## src/rtl/led_multi_driver.sv

```systemverilog
// led_multi_driver: NUM_LEDS independent status-LED channels sharing one
// prescaler, PWM counter, blink phase and breathe ramp. Each channel holds a
// mode/duty pair written through a valid/ready port; all outputs registered.

// One LED channel: config registers, effective-duty select, PWM compare.
module led_channel #(
    parameter int PWM_BITS = 8
) (
    input  logic                board_clk,
    input  logic                reset,
    input  logic                switch,
    input  logic                wr_en,
    input  logic [1:0]          wr_mode,
    input  logic [PWM_BITS-1:0] wr_duty,
    input  logic [PWM_BITS-1:0] pwm_cnt,
    input  logic                blink_phase,
    input  logic [PWM_BITS-1:0] breathe_level,
    output logic                led
);
    localparam logic [1:0] MODE_OFF     = 2'b00;
    localparam logic [1:0] MODE_STEADY  = 2'b01;
    localparam logic [1:0] MODE_BLINK   = 2'b10;
    localparam logic [1:0] MODE_BREATHE = 2'b11;

    logic [1:0]          mode;
    logic [PWM_BITS-1:0] duty;
    logic [PWM_BITS-1:0] eff_duty;
    logic                on;

    // Channel config registers, loaded on an accepted write for this channel.
    always_ff @(posedge board_clk) begin
        if (reset) begin
            mode <= MODE_OFF;
            duty <= '0;
        end else if (wr_en) begin
            mode <= wr_mode;
            duty <= wr_duty;
        end
    end

    // Pick effective duty from mode; all-ones duty is forced fully on so the
    // strict compare does not leave a one-count gap in every PWM period.
    always_comb begin
        eff_duty = '0;
        case (mode)
            MODE_STEADY:  eff_duty = duty;
            MODE_BLINK:   eff_duty = blink_phase ? duty : '0;
            MODE_BREATHE: eff_duty = (breathe_level < duty) ? breathe_level : duty;
            default:      eff_duty = '0;
        endcase
        on = (eff_duty == '1) ? 1'b1 : (pwm_cnt < eff_duty);
    end

    // Registered pin drive; switch low forces the LED dark.
    always_ff @(posedge board_clk) begin
        if (reset) led <= 1'b0;
        else       led <= switch ? on : 1'b0;
    end
endmodule

module led_multi_driver #(
    parameter int NUM_LEDS   = 4,
    parameter int TICK_DIV   = 100000,
    parameter int PWM_BITS   = 8,
    parameter int BLINK_BITS = 10
) (
    input  logic                  board_clk,
    input  logic                  reset,
    input  logic                  switch,
    input  logic                  cfg_valid,
    output logic                  cfg_ready,
    input  logic [3:0]            cfg_ch,
    input  logic [1:0]            cfg_mode,
    input  logic [PWM_BITS-1:0]   cfg_duty,
    output logic                  cfg_err,
    input  logic [BLINK_BITS-1:0] blink_half,
    output logic [NUM_LEDS-1:0]   led
);
    localparam int PRE_W = (TICK_DIV > 2) ? $clog2(TICK_DIV) : 1;
    localparam logic [PRE_W-1:0] PRE_LAST = PRE_W'(TICK_DIV - 1);
    localparam logic [PWM_BITS-1:0] LVL_TOP = '1;

    logic [PRE_W-1:0]      prescaler;
    logic [PWM_BITS-1:0]   pwm_cnt;
    logic [BLINK_BITS-1:0] blink_cnt;
    logic [BLINK_BITS-1:0] half_eff;
    logic                  blink_phase;
    logic [PWM_BITS-1:0]   breathe_level;
    logic                  breathe_up;
    logic                  tick;
    logic                  cfg_acc;
    logic                  ch_ok;
    logic [NUM_LEDS-1:0]   lane_wr;

    assign cfg_acc  = cfg_valid && cfg_ready;
    assign ch_ok    = ({1'b0, cfg_ch} < 5'(NUM_LEDS));
    assign tick     = switch && (prescaler == PRE_LAST);
    // A zero half-period would never wrap; treat it as one tick.
    assign half_eff = (blink_half == '0) ? BLINK_BITS'(1) : blink_half;

    // Config port status: ready after reset, error pulse for a bad channel.
    always_ff @(posedge board_clk) begin
        if (reset) begin
            cfg_ready <= 1'b0;
            cfg_err   <= 1'b0;
        end else begin
            cfg_ready <= 1'b1;
            cfg_err   <= cfg_acc && !ch_ok;
        end
    end

    // Shared timebases: prescaler and PWM counter, frozen while switch is low.
    always_ff @(posedge board_clk) begin
        if (reset) begin
            prescaler <= '0;
            pwm_cnt   <= '0;
        end else if (switch) begin
            prescaler <= (prescaler == PRE_LAST) ? '0 : prescaler + PRE_W'(1);
            pwm_cnt   <= pwm_cnt + PWM_BITS'(1);
        end
    end

    // Blink phase: >= compare so a lowered half-period wraps on the next tick.
    always_ff @(posedge board_clk) begin
        if (reset) begin
            blink_cnt   <= '0;
            blink_phase <= 1'b0;
        end else if (tick) begin
            if (blink_cnt >= half_eff - BLINK_BITS'(1)) begin
                blink_cnt   <= '0;
                blink_phase <= ~blink_phase;
            end else begin
                blink_cnt <= blink_cnt + BLINK_BITS'(1);
            end
        end
    end

    // Breathe ramp: turn around as an endpoint is reached so each endpoint
    // lasts exactly one tick.
    always_ff @(posedge board_clk) begin
        if (reset) begin
            breathe_level <= '0;
            breathe_up    <= 1'b1;
        end else if (tick) begin
            if (breathe_up) begin
                breathe_level <= breathe_level + PWM_BITS'(1);
                if (breathe_level == LVL_TOP - PWM_BITS'(1)) breathe_up <= 1'b0;
            end else begin
                breathe_level <= breathe_level - PWM_BITS'(1);
                if (breathe_level == PWM_BITS'(1)) breathe_up <= 1'b1;
            end
        end
    end

    for (genvar i = 0; i < NUM_LEDS; i++) begin : g_lane
        assign lane_wr[i] = cfg_acc && ch_ok && (cfg_ch == 4'(i));

        led_channel #(.PWM_BITS(PWM_BITS)) u_ch (
            .board_clk     (board_clk),
            .reset         (reset),
            .switch        (switch),
            .wr_en         (lane_wr[i]),
            .wr_mode       (cfg_mode),
            .wr_duty       (cfg_duty),
            .pwm_cnt       (pwm_cnt),
            .blink_phase   (blink_phase),
            .breathe_level (breathe_level),
            .led           (led[i])
        );
    end
endmodule

```

## config.mk

```make
export PLATFORM = sky130hd
export DESIGN_NAME = led_multi_driver
export DESIGN_NICKNAME = d
export VERILOG_FILES = /design/src/rtl/led_multi_driver.sv
export SDC_FILE = /design/constraint.sdc
export NUM_CORES = 1
export LEC_CHECK = 0
export ABC_AREA = 0
export CAP_MARGIN = 0
export CORE_AREA = 2 2 91 136
export CTS_BUF_LIST = sky130_fd_sc_hd__clkbuf_16
export DETAILED_ROUTE_END_ITERATION = 10
export DIE_AREA = 0 0 93 138
export PLACE_DENSITY = 0.74
export SYNTH_ARGS = -nofsm -noshare
export SYNTH_HDL_FRONTEND = slang
export SYNTH_SLANG_ARGS = --single-unit
export TNS_END_PERCENT = 5
```

## constraint.sdc

```tcl
create_clock -name board_clk -period 3.7 [get_ports board_clk]
set_clock_uncertainty 0.2 [all_clocks]
set_input_delay 0.925 -clock board_clk [delete_from_list [all_inputs] [get_ports board_clk]]
set_output_delay 0.925 -clock board_clk [all_outputs]
set_load 0.02 [all_outputs]
```

==> results.json, run 1 <==
{
  "antenna_left": 0,
  "clk_pin_slew_worst_paths_ns": 0.07,
  "cts.hold.buffers_added": 0,
  "maxCapViolations": 0,
  "synth_xor_xnor_area_share": 0.05463,
  "ys_dominant_reg_cell": "sky130_fd_sc_hd__dfxtp_1",
  "crit_arrival_ns": 3.72,
  "gr-usage-all-layers": 0.2660,
  "grt_overflow": 0,
  "multiplexer_area_fraction_after_synthesis": 0.08565,
  "syn-mean-instance-area_um2": 8.347,
  "run_status": "complete, no violations",
  "first_global_vias": 5810,
  "switching_share": 0.2520,
  "total_net_switching_power_w": 0.0005199,
  "hp-class": "reg2reg",
  "power_report.internal_total_w": 0.001543,
  "actual_transition_at_the_worst_max_transition_pin_ns": 0.7560,
  "route.detailed.vias_per_inst": 5.989,
  "yosys.area_share.simple": 0.2035,
  "worst_rel_slew_slack": 0.4960,
  "post_route_cells_drive_above_1_share": 0.1375,
  "placement.setup.worst_slack_ns": -0.6535,
  "cts_buffers": 9,
  "synth_adder_area_share": 0.1481,
  "tritoncts": "built",
  "floorplan.initialDensity": 0.5311,
  "synth_commonest_cells": "sky130_fd_sc_hd__nor2_1, sky130_fd_sc_hd__dfxtp_1, sky130_fd_sc_hd__ha_1, sky130_fd_sc_hd__mux2i_1, sky130_fd_sc_hd__inv_1",
  "critPathSlowestCell": "sky130_fd_sc_hd__or4b_4",
  "worstSetupPathType": "reg2reg",
  "net_count_reported_at_finish": 904,
  "synth_compound_gate_area_share": 0.1603,
  "syn_nets": 851,
  "io-pin-count": 34,
  "share_of_power_burned_in_combinational_logic": 0.081,
  "die-area_um2": 12830,
  "final_max_slew_viol_count": 0,
  "num_vias": 5749,
  "number_of_sinks_handled_by_clock_tree_synthesis": 91,
  "antenna_found_initial": 0,
  "shortest_period_the_worst_path_allows_ns": 3.633,
  "numPlacedInstances": 938,
  "core.rowCount": 49,
  "synthDominantCellAreaShare": 0.2914,
  "numPortBuffers": 33,
  "final-instance-count-excl-fill": 960,
  "core_area_um2": 11770,
  "utilization": 0.6328,
  "synth_edf_count": 0,
  "synth.distinct_cells": 62,
  "drt-wirelength-per-cell_um": 17.87,
  "drt_first_iter_violations": 316,
  "postSynthCellCount": 749,
  "clock-root-buffer": "sky130_fd_sc_hd__clkbuf_16",
  "synthesis_warning_total": 0,
  "die_width_um": 93,
  "post-route-period-util": 0.9819,
  "synth_top_family_by_area": "simple AND/OR/NAND/NOR gates",
  "report.final.hold_viol_count": 0,
  "powerDensity_nw_per_um2": 276.9,
  "post-dp-hpwl_um": 12930,
  "first_pass_iters": 5,
  "synth_area_leader_cell": "sky130_fd_sc_hd__dfxtp_1",
  "seq_area_frac_synth": 0.2914,
  "chipHeight_um": 138,
  "timing.critical_path.to_type": "register",
  "worst_ir_drop_vdd_uv": 208.7,
  "synthToLayoutAreaGrowth_pct": 19.13,
  "htreeDepth": 3,
  "post-synth-top-count-cell": "sky130_fd_sc_hd__nor2_1",
  "critPathLaunchType": "register",
  "max-clock-path-buffers": 2,
  "setup_viol": 0,
  "grt_pass1_wl_um": 27030,
  "required_ns": 3.78,
  "power.share.clock": 0.433,
  "final.setup.worst_slack_ns": 0.06707,
  "insertion_delay_ns": 0.35,
  "synth_area_um2": 6252,
  "final_layout_worst_hold_slack_ns": 0.2744,
  "diodes": 0,
  "total_leakage_power_nw": 2.989,
  "ys_seq_elements": 91,
  "wirelength_um": 17160,
  "async_flop_share": 0,
  "worst_path_max_stage_delay_ns": 0.46,
  "critical_path.cell_chain": "inv_1 > ha_1 > nand4_1 > nor2_2 > a21oi_1 > mux2i_1 > buf_4 > a22oi_2 > ha_1 > a21o_1 > a21o_1 > a211o_1 > a211oi_2 > a221o_1 > or4b_4 > o21ai_1",
  "max_clock_freq_ghz": 0.2753,
  "crit_fanout": 6,
  "largest_net_degree_at_the_start_of_global_routing": 72,
  "rrSetupSlack_ns": 0.07,
  "remaining_drc_errors": 0,
  "place.gp.congestion": 0.9444,
  "seq_power_share": 0.486,
  "synth.area.top_cells": "sky130_fd_sc_hd__dfxtp_1, sky130_fd_sc_hd__ha_1, sky130_fd_sc_hd__mux2i_1"
}
-- final timing paths --
kind | start | endpoint | cells after the start
worst max-delay path | g_lane[1].u_ch.duty[6]$_SDFFE_PP0P_ | g_lane[1].u_ch.led$_SDFF_PP0_ | 16
worst min-delay path | cfg_ready$_DFF_P_ | cfg_err$_SDFF_PP0_ | 2
worst max register to register | g_lane[1].u_ch.duty[6]$_SDFFE_PP0P_ | g_lane[1].u_ch.led$_SDFF_PP0_ | 16
worst min register to register | cfg_ready$_DFF_P_ | cfg_err$_SDFF_PP0_ | 2
-- registers in the layout (all words and copies together) (netlist names) --
| register | count |
|---|---|
| pwm_cnt | 8 |
| g_lane.u_ch.mode | 8 |
| breathe_level | 8 |
| cfg_ready | 1 |
| blink_cnt | 10 |
| cfg_err | 1 |
| g_lane.u_ch.led | 4 |
| prescaler | 17 |
| g_lane.u_ch.duty | 32 |
| blink_phase | 1 |
| breathe_up | 1 |
-- stage by stage --
step | cell area (µm²) | power, W | TNS (ns)
2_1_floorplan | 6257 | 0.001100 | 0
3_3_place_gp | 6914 | 0.001171 | -3.947
3_5_place_dp | 6914 | 0.001179 | -5.749
4_1_cts | 7277 | 0.002076 | 0
5_1_grt | 7448 | 0.002138 | -0.07744
6_report | 7448 | 0.002063 | 0
-- placed cells by master, fill, tap and decap left out, types with 5 or more instances in the layout --
| master | count |
|---|---|
| sky130_fd_sc_hd__nor2b_1 | 11 |
| sky130_fd_sc_hd__a211oi_2 | 5 |
| sky130_fd_sc_hd__clkdlybuf4s50_1 | 28 |
| sky130_fd_sc_hd__xnor2_1 | 19 |
| sky130_fd_sc_hd__and2_1 | 6 |
| sky130_fd_sc_hd__xor2_1 | 19 |
| sky130_fd_sc_hd__o21ai_0 | 23 |
| sky130_fd_sc_hd__buf_4 | 48 |
| sky130_fd_sc_hd__nand2_1 | 40 |
| sky130_fd_sc_hd__nand4_1 | 22 |
| sky130_fd_sc_hd__a21oi_1 | 32 |
| sky130_fd_sc_hd__nor3_2 | 6 |
| sky130_fd_sc_hd__a21o_1 | 7 |
| sky130_fd_sc_hd__o21a_1 | 8 |
| sky130_fd_sc_hd__nand2b_1 | 6 |
| sky130_fd_sc_hd__a22o_1 | 8 |
| sky130_fd_sc_hd__and3_1 | 5 |
| sky130_fd_sc_hd__mux2i_1 | 52 |
| sky130_fd_sc_hd__o21ai_1 | 5 |
| sky130_fd_sc_hd__nand3_1 | 18 |
| sky130_fd_sc_hd__clkbuf_16 | 9 |
| sky130_fd_sc_hd__dfxtp_1 | 89 |
| sky130_fd_sc_hd__nor2_1 | 100 |
| sky130_fd_sc_hd__a22oi_1 | 9 |
| sky130_fd_sc_hd__or3_1 | 8 |
| sky130_fd_sc_hd__nor3_1 | 16 |
| sky130_fd_sc_hd__o211ai_1 | 7 |
| sky130_fd_sc_hd__ha_1 | 71 |
| sky130_fd_sc_hd__inv_1 | 46 |
-- timing repair --
item                                    in CTS  in global routing
resized for setup                           17                 30
pin swaps                                   11                 21
endpoints found under the setup margin      12                 12
setup buffers                                2                  4
-- metal layers --
layer | vias to the layer above | global-route usage | wire length, µm
met5 | - | 0 | 0
met4 | 0 | 0.1741 | 1029
li1 | 2772 | - | -
met3 | 69 | 0.03924 | 532
met2 | 164 | 0.5004 | 9314
met1 | 2744 | 0.2616 | 6278
-- area by class of cell --
class / instances / area, µm²
Clock buffer: 9 / 225.2
Clock inverter: 7 / 67.56
Fill cell: 1014 / 4323
Inverter: 46 / 172.7
Multi-Input combinational cell: 573 / 4285
Sequential cell: 91 / 1824
Tap cell: 153 / 191.4
Timing Repair Buffer: 81 / 681.9
-- cells by family after synthesis --
family                   count (synthesis)
AO/OA/AOI/OAI                          146
XOR/XNOR                                39
adder cells (fa/ha/maj)                 74
buffers and inverters                   85
flip-flops                              91
multiplexers                            53
AND/OR/NAND/NOR                        261
-- critical path, delay by kind of cell (launching register included) --
| family | cells | cell delay (ns) |
|---|---|---|
| AO/OA/AOI/OAI | 8 | 1.24 |
| buffers and inverters | 2 | 0.26 |
| flip-flops | 1 | 0.33 |
| AND/OR/NAND/NOR | 3 | 0.77 |
| adder cells (fa/ha/maj) | 2 | 0.48 |
| multiplexers | 1 | 0.27 |
-- power by group through the flow --
stage                     logic [W]  clock network, W  registers, W
after floorplan           0.0000801                 0       0.00102
after global placement     0.000148                 0       0.00102
after CTS                  0.000159          0.000916       0.00100
final                      0.000167          0.000894       0.00100
after global routing       0.000181          0.000954       0.00100
after detailed placement   0.000155                 0       0.00102
Power figures use the tool's default switching activity.
==> run 2: changes to the inputs <==
- CORE_AREA: 2 2 91 136 -> 4 4 91 136
- CTS_BUF_LIST: sky130_fd_sc_hd__clkbuf_16 -> sky130_fd_sc_hd__clkbuf_4 sky130_fd_sc_hd__clkbuf_8
- CTS_CLUSTER_SIZE: default -> 14
- DIE_AREA: 0 0 93 138 -> 0 0 95 140
- PLACE_DENSITY: 0.74 -> 0.77
==> results.json, run 2 (same netlist as run 1, synthesis figures left out) <==
{
  "remaining_drc_errors": 0,
  "mostFrequentLayoutCell": "sky130_fd_sc_hd__nor2_1",
  "gr-usage-all-layers": 0.2627,
  "insertion_delay_ns": 0.37,
  "grt_pass1_wl_um": 27650,
  "final_max_slew_viol_count": 0,
  "utilization": 0.6468,
  "core.rowCount": 48,
  "worst_r2r_path_depth": 15,
  "place.gp.congestion": 0.9396,
  "max_clock_freq_ghz": 0.2754,
  "actual_transition_at_the_worst_max_transition_pin_ns": 0.7319,
  "antenna_left": 0,
  "reg_to_reg_start": "g_lane[1].u_ch.duty[5]$_SDFFE_PP0P_",
  "synthToLayoutAreaGrowth_pct": 16.81,
  "post-layout-total-power_w": 0.001844,
  "cts_buffers": 9,
  "worstSetupPathType": "reg2reg",
  "first_pass_iters": 7,
  "htreeDepth": 3,
  "share_of_power_burned_in_combinational_logic": 0.088,
  "core_area_um2": 11290,
  "switching_share": 0.2747,
  "largest_registers": "g_lane.u_ch.duty x32, prescaler x17, blink_cnt x10",
  "drt-wirelength-per-cell_um": 17.82,
  "hp-class": "reg2reg",
  "r2r_end": "g_lane[1].u_ch.led$_SDFF_PP0_",
  "worstSetupStartpoint": "g_lane[1].u_ch.duty[5]$_SDFFE_PP0P_",
  "total_leakage_power_nw": 2.978,
  "post_route_cells_drive_above_1_share": 0.1312,
  "num_vias": 5764,
  "final.setup.worst_slack_ns": 0.06927,
  "holdPathStages": 2,
  "floorplan.initialDensity": 0.5537,
  "max-clock-path-buffers": 2,
  "antenna_found_initial": 0,
  "clk_pin_slew_worst_paths_ns": 0.10,
  "route.detailed.vias_per_inst": 6.017,
  "die_width_um": 95,
  "power_report.internal_total_w": 0.001337,
  "chipHeight_um": 140,
  "timing.critical_path.to_type": "register",
  "registers.top_by_ff_count": "g_lane.u_ch.duty",
  "drt_first_iter_violations": 352,
  "setup_viol": 0,
  "maxCapViolations": 0,
  "layout.cells.most_common_list": "sky130_fd_sc_hd__nor2_1, sky130_fd_sc_hd__dfxtp_1, sky130_fd_sc_hd__ha_1",
  "total_net_switching_power_w": 0.0005065,
  "largest_register_ff_count": 32,
  "hold_path_startpoint": "cfg_ready$_DFF_P_",
  "first_global_vias": 5939,
  "net_count_reported_at_finish": 905,
  "clock-root-buffer": "sky130_fd_sc_hd__clkbuf_8",
  "power.share.clock": 0.369,
  "post-route-period-util": 0.9813,
  "diodes": 0,
  "tritoncts": "built",
  "setup_tns_ns": 0,
  "numPortBuffers": 33,
  "filler_cells_inserted": 977,
  "powerDensity_nw_per_um2": 252.5,
  "post-dp-hpwl_um": 12930,
  "required_ns": 3.80,
  "critPathLaunchType": "register",
  "grt_overflow": 0,
  "shortest_period_the_worst_path_allows_ns": 3.631,
  "worst_ir_drop_vdd_uv": 228.9,
  "crit_fanout": 2,
  "end_of_the_worst_hold_path": "cfg_err$_SDFF_PP0_",
  "placement.setup.worst_slack_ns": -0.6294,
  "io-pin-count": 34,
  "rrSetupSlack_ns": 0.07,
  "crit_arrival_ns": 3.73,
  "run_status": "complete, no violations",
  "die-area_um2": 13300,
  "report.final.hold_viol_count": 0,
  "largest_net_degree_at_the_start_of_global_routing": 72,
  "seq_power_share": 0.543,
  "wirelength_um": 17070,
  "number_of_sinks_handled_by_clock_tree_synthesis": 91,
  "worst_rel_slew_slack": 0.5121
}
==> run 2: cell types whose count changed in the layout (fill, tap and decap cells not counted), moves of 2 or more <==
cell                              before  now
sky130_fd_sc_hd__clkbuf_16             9    0
sky130_fd_sc_hd__clkbuf_8              0    9
sky130_fd_sc_hd__clkdlybuf4s50_1      28   26
sky130_fd_sc_hd__dfxtp_1              89   87
sky130_fd_sc_hd__dfxtp_2               2    4
sky130_fd_sc_hd__dlymetal6s2s_1        1    6
sky130_fd_sc_hd__inv_6                 3    0
sky130_fd_sc_hd__inv_8                 1    4
sky130_fd_sc_hd__nor3_1               16   19
sky130_fd_sc_hd__nor3_2                6    3
==> run 2: power by group through the flow <==
stage	clock (W)	sequential [W]	combinational [W]
global placement	0	0.00102	0.000147
finish	0.000680	0.00100	0.000162
global route	0.000741	0.00100	0.000178
floorplan	0	0.00102	0.0000801
detailed placement	0	0.00102	0.000152
CTS	0.000695	0.00100	0.000156
==> run 2: through the flow <==
step	hold WS, ns	instance area (µm²)	std cells
after global placement	0.2541	6910	935
after CTS	0.2860	7191	954
after floorplan	0.2586	6257	749
after detailed placement	0.2700	6910	935
final	0.2806	7303	958
after global routing	0.3216	7303	958
==> run 2: worst max path at each step <==
stage | cells past startpoint | slack, ns | to
after floorplan | 14 | 0.05 | blink_cnt[5]$_SDFFE_PP0P_
after global placement | 15 | -0.45 | blink_cnt[9]$_SDFFE_PP0P_
after detailed placement | 15 | -0.63 | blink_cnt[8]$_SDFFE_PP0P_
after CTS | 15 | -0.007 | blink_cnt[9]$_SDFFE_PP0P_
after global routing | 15 | -0.05 | g_lane[1].u_ch.led$_SDFF_PP0_
final | 15 | 0.07 | g_lane[1].u_ch.led$_SDFF_PP0_
==> run 2: per-layer routing <==
layer,track usage,share of wire,vias up,wire [µm]
met2,0.4788,0.54,166,9158
met3,0.04084,0.033,70,571
met1,0.2664,0.36,2755,6215
met5,0,0,-,0
met4,0.1764,0.066,0,1124
li1,-,-,2773,-
==> run 2: area by class of cell <==
cell class	instances	area (µm²)	share of cell area
inverter	46	172.7	0.02364
multi-input combinational	573	4207	0.5760
sequential	91	1827	0.2501
tap	150	187.7	0.02570
clock buffer	9	123.9	0.01696
clock inverter	7	77.57	0.01062
timing repair buffer	82	708.2	0.09697
==> run 2: repair_timing <==
item,in CTS,in global routing
pin swaps,8,19
endpoints found under the setup margin,8,12
hold buffers,0,0
gates resized for setup,12,23
buffers inserted,3,4
==> run 2: critical path, stage by stage, from the launching register on <==
cell and delay, ns:
sky130_fd_sc_hd__dfxtp_2 0.34, sky130_fd_sc_hd__inv_1 0.08, sky130_fd_sc_hd__ha_4 0.21, sky130_fd_sc_hd__a211oi_2 0.28
sky130_fd_sc_hd__o211ai_1 0.11, sky130_fd_sc_hd__a21oi_1 0.12, sky130_fd_sc_hd__mux2i_1 0.12, sky130_fd_sc_hd__a22oi_2 0.23
sky130_fd_sc_hd__ha_1 0.29, sky130_fd_sc_hd__a21o_1 0.19, sky130_fd_sc_hd__a21o_1 0.18, sky130_fd_sc_hd__a211o_1 0.30
sky130_fd_sc_hd__a211oi_2 0.20, sky130_fd_sc_hd__a221o_1 0.15, sky130_fd_sc_hd__or4b_1 0.43, sky130_fd_sc_hd__o21ai_1 0.12
